<file path="config.mk">
export PLATFORM = sky130hd
export DESIGN_NAME = fifo_stream_reader
export DESIGN_NICKNAME = d
export VERILOG_FILES = /design/src/rtl/lcb_fifo_pkg.sv /design/src/rtl/fifo_head_guard.sv /design/src/rtl/fifo_stream_reader.sv
export SDC_FILE = /design/constraint.sdc
export NUM_CORES = 1
export LEC_CHECK = 0
export ABC_AREA = 1
export CORE_MARGIN = 2
export CORE_UTILIZATION = 25
export DETAILED_ROUTE_END_ITERATION = 8
export GPL_TIMING_DRIVEN = 0
export HOLD_SLACK_MARGIN = 0.08
export SYNTH_ARGS = -nofsm -noshare
export SYNTH_HDL_FRONTEND = slang
export SYNTH_SLANG_ARGS = --single-unit
</file>
<file path="constraint.sdc">
create_clock -name clk -period 3.9 [get_ports clk]
set_clock_uncertainty 0.2 [all_clocks]
set_input_delay 0.585 -clock clk [delete_from_list [all_inputs] [get_ports clk]]
set_output_delay 0.585 -clock clk [all_outputs]
set_load 0.05 [all_outputs]
</file>
<file path="src/rtl/lcb_fifo_pkg.sv">
`default_nettype none
// ============================================================================
// Package  : lcb_fifo_pkg
// Brief    : Shared constants for the LCB sync FIFO and its read-side consumers.
// Revision : 1.0 - initial release
// ============================================================================
package lcb_fifo_pkg;

  // Read-side consumers rely on almost_empty meaning "one word or fewer".
  localparam int FIFO_ALMOST_EMPTY_THRESHOLD_RD = 1;
  localparam int FIFO_DATA_WIDTH_DEFAULT        = 16;
  localparam int FIFO_ADDR_WIDTH_DEFAULT        = 4;

  // Counter width for a modulo-n counter; never narrower than one bit.
  function automatic int cnt_width(input int n);
    return (n <= 1) ? 1 : $clog2(n);
  endfunction

endpackage
`default_nettype wire

</file>
<file path="src/rtl/fifo_head_guard.sv">
`default_nettype none
// ============================================================================
// Module   : fifo_head_guard
// Brief    : Flags when the FIFO head word on a registered BRAM read port is trustworthy.
// Revision : 1.0 - initial release
// ============================================================================
module fifo_head_guard
  import lcb_fifo_pkg::*;
(
  input  logic clk,
  input  logic reset,
  input  logic fifo_empty,
  input  logic fifo_alm_empty,
  input  logic fifo_rd_en,
  output logic head_ok
);

  logic stale_q;
  logic stale_d;

  if (FIFO_ALMOST_EMPTY_THRESHOLD_RD != 1) begin : g_bad_threshold
    $error("fifo_head_guard requires an almost_empty threshold of 1");
  end

  // The read address was sampled while its word was being written, so the
  // BRAM returned the previous content of that location.
  always_comb begin
    stale_d = fifo_empty | (fifo_rd_en & fifo_alm_empty);
  end

  always_ff @(posedge clk) begin
    if (reset) begin
      stale_q <= 1'b1;
    end else begin
      stale_q <= stale_d;
    end
  end

  assign head_ok = ~fifo_empty & ~stale_q;

endmodule
`default_nettype wire

</file>
<file path="src/rtl/fifo_stream_reader.sv">
`default_nettype none
// ============================================================================
// Module   : fifo_stream_reader
// Brief    : Drains the shared sync FIFO into a registered valid/ready stream.
// Options  : FIFO_STREAM_READER_LAST_EN enables the m_last burst marker.
// Revision : 1.0 - initial release
// ============================================================================
module fifo_stream_reader
  import lcb_fifo_pkg::*;
#(
  parameter int DATA_WIDTH = FIFO_DATA_WIDTH_DEFAULT,
  parameter int BURST_LEN  = 16,
  parameter int CNT_WIDTH  = 32
) (
  input  logic                  clk,
  input  logic                  reset,
  input  logic                  enable,
  input  logic [DATA_WIDTH-1:0] fifo_rd_data,
  input  logic                  fifo_empty,
  input  logic                  fifo_alm_empty,
  output logic                  fifo_rd_en,
  output logic [DATA_WIDTH-1:0] m_data,
  output logic                  m_valid,
  input  logic                  m_ready,
  output logic                  m_last,
  output logic [CNT_WIDTH-1:0]  word_count
);

  logic                  head_ok;
  logic                  pop;
  logic                  m_valid_q;
  logic                  m_valid_d;
  logic [DATA_WIDTH-1:0] m_data_q;
  logic [DATA_WIDTH-1:0] m_data_d;
  logic [CNT_WIDTH-1:0]  word_count_q;
  logic [CNT_WIDTH-1:0]  word_count_d;

  if (BURST_LEN < 1) begin : g_bad_burst_len
    $error("fifo_stream_reader BURST_LEN must be at least 1");
  end

  fifo_head_guard u_head_guard (
    .clk            (clk),
    .reset          (reset),
    .fifo_empty     (fifo_empty),
    .fifo_alm_empty (fifo_alm_empty),
    .fifo_rd_en     (pop),
    .head_ok        (head_ok)
  );

  // Pop only into an empty or draining output register.
  assign pop        = head_ok & enable & (~m_valid_q | m_ready) & ~reset;
  assign fifo_rd_en = pop;

  always_comb begin
    m_valid_d    = m_valid_q;
    m_data_d     = m_data_q;
    word_count_d = word_count_q;
    if (pop) begin
      m_valid_d = 1'b1;
      m_data_d  = fifo_rd_data;
    end else if (m_ready) begin
      m_valid_d = 1'b0;
    end
    if (m_valid_q & m_ready) begin
      word_count_d = word_count_q + CNT_WIDTH'(1);
    end
  end

  always_ff @(posedge clk) begin
    if (reset) begin
      m_valid_q    <= 1'b0;
      m_data_q     <= '0;
      word_count_q <= '0;
    end else begin
      m_valid_q    <= m_valid_d;
      m_data_q     <= m_data_d;
      word_count_q <= word_count_d;
    end
  end

  assign m_valid    = m_valid_q;
  assign m_data     = m_data_q;
  assign word_count = word_count_q;

`ifdef FIFO_STREAM_READER_LAST_EN
  localparam int BURST_CNT_W = cnt_width(BURST_LEN);
  localparam logic [BURST_CNT_W-1:0] BURST_CNT_MAX = BURST_CNT_W'(BURST_LEN - 1);

  logic [BURST_CNT_W-1:0] burst_cnt_q;
  logic [BURST_CNT_W-1:0] burst_cnt_d;
  logic                   m_last_q;
  logic                   m_last_d;

  // The marker travels with the popped word, so it only updates on a pop.
  always_comb begin
    burst_cnt_d = burst_cnt_q;
    m_last_d    = m_last_q;
    if (pop) begin
      m_last_d    = (burst_cnt_q == BURST_CNT_MAX);
      burst_cnt_d = (burst_cnt_q == BURST_CNT_MAX) ? '0 : burst_cnt_q + BURST_CNT_W'(1);
    end
  end

  always_ff @(posedge clk) begin
    if (reset) begin
      burst_cnt_q <= '0;
      m_last_q    <= 1'b0;
    end else begin
      burst_cnt_q <= burst_cnt_d;
      m_last_q    <= m_last_d;
    end
  end

  assign m_last = m_last_q;
`else
  assign m_last = 1'b0;
`endif

endmodule
`default_nettype wire

</file>
==> results_dict.tcl, run 1 <==
set metrics [dict create \
    power_switching_uw 226 \
    grt_use_total 0.127 \
    die_y_um 101 \
    r2r-end "word_count[28]" \
    pwr-share-clk 0.341 \
    drv_slew 0 \
    r2r-start "word_count[1]" \
    switching_share 0.251 \
    whs_path_depth 2 \
    holdPathEnd "m_data[7]" \
    relSlewSlack 0.627 \
    final_cell_mix "nand2_1 (97), clkdlybuf4s50_1 (71), nor2_1 (59)" \
    min_period_ps 3350 \
    status "finished clean" \
    hold_viol 0 \
    seq_area_um2 1000 \
    dp_hpwl_um 4940 \
    instances_no_fill 537 \
    initial_core_util 0.257 \
    numCtsBuffers 5 \
    wl_um 6340 \
    multi_input_area_um2 1190 \
    synth_area_um2 2360 \
    post_cts_resized 0 \
    syn-instance-count 347 \
    die_area_um2 10200 \
    clk_path_buf_depth 2 \
    synth_top_family_by_area "simple AND/OR/NAND/NOR gates" \
    rows 35 \
    grt_pass1_vias 2288 \
    crit_path_start_kind "primary input" \
    cts_hold_buffers 0 \
    via_per_inst 4.47 \
    drive_above_1_share 0.0657 \
    p_leak_nw 1.18 \
    met1_length_um 2750 \
    ys_seq_area_frac 0.424 \
    crit_arrival_ps 2570 \
    root_buffer "clkbuf_8" \
    yosys.area_share.adder 0.00530 \
    vias 2402 \
    yosysTopAreaCell "dfxtp_1" \
    gp_congestion 0.822 \
    yosys.area_share.simple 0.400 \
    final_common_cell "nand2_1" \
    grt_pass1_wl_um 10500 \
    area_growth_pct 39.8 \
    synth-async-reset-ratio 0 \
    drc 0 \
    cts_sinks 50 \
    postCtsSetupBuffers 0 \
    path_cells "clkdlybuf4s50_1 > inv_1 > nand2_1 > nand2_2 > nor2_1 > clkdlybuf4s50_1" \
    rrSetupSlack_ps 2080 \
    n_antenna_cell 0 \
    clock.fmax_mhz 298 \
    ys_warn_count 0 \
    worstSetupPathType "in2out" \
    cts_tree "yes" \
    ys_top_cells_by_area "dfxtp_1 (42%), nand2_1 (15%), nor2_1 (9.4%)" \
    p_per_area_nw_per_um2 273 \
    io_buffer_count 71 \
    power_frac_seq 0.574 \
    synth_top_area_share 0.424 \
    synth-seq-cells 50 \
    synth_compound_area_frac 0.0932 \
    ir_drop_v 0.000159 \
    placedCellCount 529 \
    required_ps 3120 \
    fin_setup_tns_ps 0 \
    synth_fp_nets 370 \
    power.share.combinational 0.085 \
    io_pins 73 \
    cp-end-kind "output pin" \
    setup_viol 0 \
    min_path_type "reg2reg" \
    grt_max_degree 17 \
    yosys.area_share.xor_xnor 0.00371 \
    ant_nets 0 \
    nNetsFinal 448 \
    worst_r2r_path_depth 8 \
    rsz0062_at_grt "false" \
    worstSkewPairLatency_ps 300 \
    ctsHtreeMaxLevel 2 \
    period_share 0.860 \
    crit_path_frequent_cell "clkdlybuf4s50_1" \
    crit_fanout 10 \
    avgSynthCellArea_um2 6.81 \
    drtPass1Iterations 4 \
    met2_length_um 3120 \
    maxCapViolations 0 \
    drt_iter0_drc 106 \
    wl_met3_um 385 \
    antenna_found_initial 0 \
    path_clk_slew_ps 100 \
    core_area_um2 9200 \
    fillerInstances 1014 \
    synth_mux_area_frac 0 \
    synthDistinctLibCells 25 \
    dieWidth_um 101 \
    holdWs_ps 269 \
    hp-start "m_data[7]" \
    intPower_uw 675 \
    synth_edf_count 0 \
    critPathMaxStageDelay_ps 850 \
    tightest_slew_ps 560 \
    drt-wirelength-per-cell_um 11.8 \
    slowest_stage "clkdlybuf4s50_1" \
    grt-ovfl-total 0 \
    routed.top_layer "met4" \
    synth_ff_type "dfxtp_1" \
]
[registers in the layout (all words and copies together), names as in the netlist]
signal	cells
word_count	32
m_data	16
m_valid	1
u_head_guard.stale_q	1
[cells by family after synthesis]
family	after synthesis
flip-flops	50
buffers and inverters	44
AND/OR/NAND/NOR	206
XOR/XNOR	1
AO/OA/AOI/OAI	44
adder cells (fa/ha/maj)	1
other	1
[power groups by stage]
stage,Clock (mW),Combinational [mW],Sequential [mW]
after floorplan,0,0.0241,0.544
after global placement,0,0.0765,0.530
after detailed placement,0,0.0773,0.530
after CTS,0.326,0.0775,0.518
after global routing,0.342,0.0835,0.519
final,0.307,0.0766,0.518
[layer usage]
metal	track usage	up-vias
met5	0	-
met2	0.233	55
met1	0.146	1091
met4	0.0374	0
met3	0.0317	8
li1	-	1248
[layout make-up]
type / count / area share
multi-input combinational: 253 / 0.360
sequential: 50 / 0.303
timing repair buffer: 71 / 0.215
tap: 111 / 0.0421
inverter: 36 / 0.0409
clock buffer: 5 / 0.0208
buffer: 8 / 0.0110
clock inverter: 3 / 0.00644
[worst max-delay path by stage]
stage | slack (ps) | from | depth (start not counted) | end
after floorplan | 1430 | fifo_empty | 3 | fifo_rd_en
after global placement | 520 | m_ready | 6 | fifo_rd_en
after detailed placement | 520 | m_ready | 6 | fifo_rd_en
after CTS | 520 | m_ready | 6 | fifo_rd_en
after global routing | 400 | m_ready | 6 | fifo_rd_en
final | 550 | m_ready | 6 | fifo_rd_en
[stage by stage]
stage	worst slack (ps)	total power [mW]	util	area [um^2]
after detailed placement	521	0.607	0.349	3210
after CTS	516	0.921	0.359	3300
after floorplan	1430	0.568	-	2360
after global placement	517	0.606	0.349	3210
after global routing	404	0.944	0.359	3300
final	547	0.902	0.359	3300
[synth_stat cells, types with 2 or more instances]
cell,n
nor3b_1,3
inv_1,36
nand3_4,2
a21oi_1,32
nor2_2,2
dfxtp_1,50
buf_2,2
nand2_1,97
nand3_2,2
nand4_1,6
o21ai_0,12
clkbuf_1,4
nor3_1,5
nor2_1,59
nor2_4,7
nand2_2,2
nand3_1,18
[worst max-delay path: cells and delay by family]
kind	cells	cell delay [ps]
buffers and inverters	3	1500
and+or+nand+nor	3	480
Power figures use the tool's default switching activity.
==> inputs of run 2 (changes only) <==
==> constraint.sdc (replaced) <==
create_clock -name clk -period 3 [get_ports clk]
set_clock_uncertainty 0.2 [all_clocks]
set_input_delay 0.45 -clock clk [delete_from_list [all_inputs] [get_ports clk]]
set_output_delay 0.45 -clock clk [all_outputs]
set_load 0.01 [all_outputs]
==> results of run 2 <==
The final DEF is identical to that of run 1. Status: finished clean.
Main changes from that run: setup slack after placement 521 ps -> 158 ps; setup slack after layout 547 ps -> 184 ps; register-to-register setup slack 2080 ps -> 1180 ps; total power 0.902 mW -> 1.15 mW; worst IR drop on VDD 0.000159 V -> 0.000206 V
==> inputs of run 3 (changes only) <==
--- a/config.mk
+++ b/config.mk
@@ -11,6 +11,7 @@
 export DETAILED_ROUTE_END_ITERATION = 8
 export GPL_TIMING_DRIVEN = 0
 export HOLD_SLACK_MARGIN = 0.08
+export PLACE_DENSITY = 0.46
 export SYNTH_ARGS = -nofsm -noshare
 export SYNTH_HDL_FRONTEND = slang
 export SYNTH_SLANG_ARGS = --single-unit
==> run 3 against run 2 <==
Effect of this change: combinational power down 0.6%; die area unchanged; critical path depth down 1; sequential share of layout area about the same; utilization up 0.054 points; maximum frequency up 0.54%; critical endpoint unchanged.
==> results_dict.tcl, run 3 (same netlist as run 1, synthesis figures left out) <==
set metrics [dict create \
    hp-start "m_data[6]" \
    cts_sinks 50 \
    wl_um 6590 \
    crit_arrival_ps 2150 \
    min_path_type "reg2reg" \
    maxCapViolations 0 \
    total_power_mw 1.18 \
    path_clk_slew_ps 100 \
    nNetsFinal 448 \
    largest_reg_flops 32 \
    min_period_ps 2800 \
    n_antenna_cell 0 \
    drv_slew 0 \
    crit_path_start_kind "primary input" \
    ctsHtreeMaxLevel 2 \
    dp_hpwl_um 5130 \
    area_growth_pct 40.0 \
    grt_use_total 0.140 \
    holdWs_ps 270 \
    p_leak_nw 1.18 \
    final_common_cell "nand2_1" \
    drt-wirelength-per-cell_um 12.3 \
    io_buffer_count 71 \
    vias 2352 \
    cts_hold_buffers 0 \
    r2r-start "word_count[1]" \
    core_area_um2 9200 \
    worst_r2r_path_depth 8 \
    gp_congestion 0.766 \
    final_cell_area_um2 3310 \
    relSlewSlack 0.626 \
    holdPathEnd "m_data[6]" \
    r2r-end "word_count[28]" \
    dieWidth_um 101 \
    initial_core_util 0.257 \
    clk_path_buf_depth 2 \
    p_per_area_nw_per_um2 357 \
    final_cell_mix "nand2_1 (97), clkdlybuf4s50_1 (71), nor2_1 (59)" \
    drc 0 \
    clock.fmax_mhz 357 \
    drtPass1Iterations 4 \
    fin_setup_tns_ps 0 \
    worstSetupPathType "in2out" \
    rrSetupSlack_ps 1150 \
    rsz0062_at_grt "false" \
    grt_pass1_wl_um 11400 \
    grt-ovfl-total 0 \
    antenna_found_initial 0 \
    cp-end-kind "output pin" \
    postCtsSetupBuffers 0 \
    ant_nets 0 \
    tightest_slew_ps 562 \
    drt_iter0_drc 130 \
    numCtsBuffers 5 \
    io_pins 73 \
    period_share 0.934 \
    die_area_um2 10200 \
    die_y_um 101 \
    root_buffer "clkbuf_8" \
    post_cts_resized 0 \
    setup_viol 0 \
    drive_above_1_share 0.0657 \
    grt_pass1_vias 2323 \
    crit_fanout 10 \
    ir_drop_v 0.000179 \
    whs_path_depth 2 \
    status "finished clean" \
    cts_tree "yes" \
    hold_viol 0 \
    required_ps 2350 \
    via_per_inst 4.38 \
    worstSkewPairLatency_ps 310 \
    grt_max_degree 16 \
    rows 35 \
    place_area_um2 3210 \
]
-- run 3: cell count changes in the layout (fill, tap and decap cells not counted) --
cell,change
clkbuf_8,+1
clkinv_4,-1
-- run 3: worst max-delay path by stage --
stage / start / end / slack (ps) / cells after the start
after floorplan: fifo_empty / fifo_rd_en / 1280 / 3
after global placement: m_ready / fifo_rd_en / 180 / 6
after detailed placement: m_ready / fifo_rd_en / 190 / 6
after CTS: enable / fifo_rd_en / 190 / 5
after global routing: enable / fifo_rd_en / 60 / 5
final: enable / fifo_rd_en / 200 / 5
-- run 3: power by group --
| part | internal (mW) | switching, mW |
|---|---|---|
| registers | 0.669 | 0.00348 |
| logic | 0.0439 | 0.0361 |
| clock network | 0.186 | 0.241 |
-- run 3: per-layer routing --
metal	share of wire	vias to the layer above	track usage
li1	-	1250	-
met2	0.45	55	0.228
met5	0	-	0
met1	0.47	1040	0.178
met3	0.073	7	0.0469
met4	0.012	0	0.0374
-- run 3: cell type report --
cell class,instances,area [um^2]
Timing Repair Buffer,71,711
Clock buffer,6,82.6
Tap cell,111,139
Buffer,8,36.3
Multi-Input combinational cell,253,1190
Fill cell,999,5890
Sequential cell,50,1000
Clock inverter,2,12.5
Inverter,36,135
-- run 3: through the flow --
| step | worst slack, ps | instances | util |
|---|---|---|---|
| after floorplan | 1280 | 347 | - |
| after global placement | 176 | 529 | 0.349 |
| after detailed placement | 193 | 529 | 0.349 |
| after CTS | 190 | 537 | 0.360 |
| after global routing | 64.5 | 537 | 0.360 |
| final | 199 | 537 | 0.360 |
-- run 3: worst max-delay path, stage by stage --
cell and delay (ps):
clkdlybuf4s50_1 440, nor3b_1 210, nand2_2 180, nor2_1 270
clkdlybuf4s50_1 590
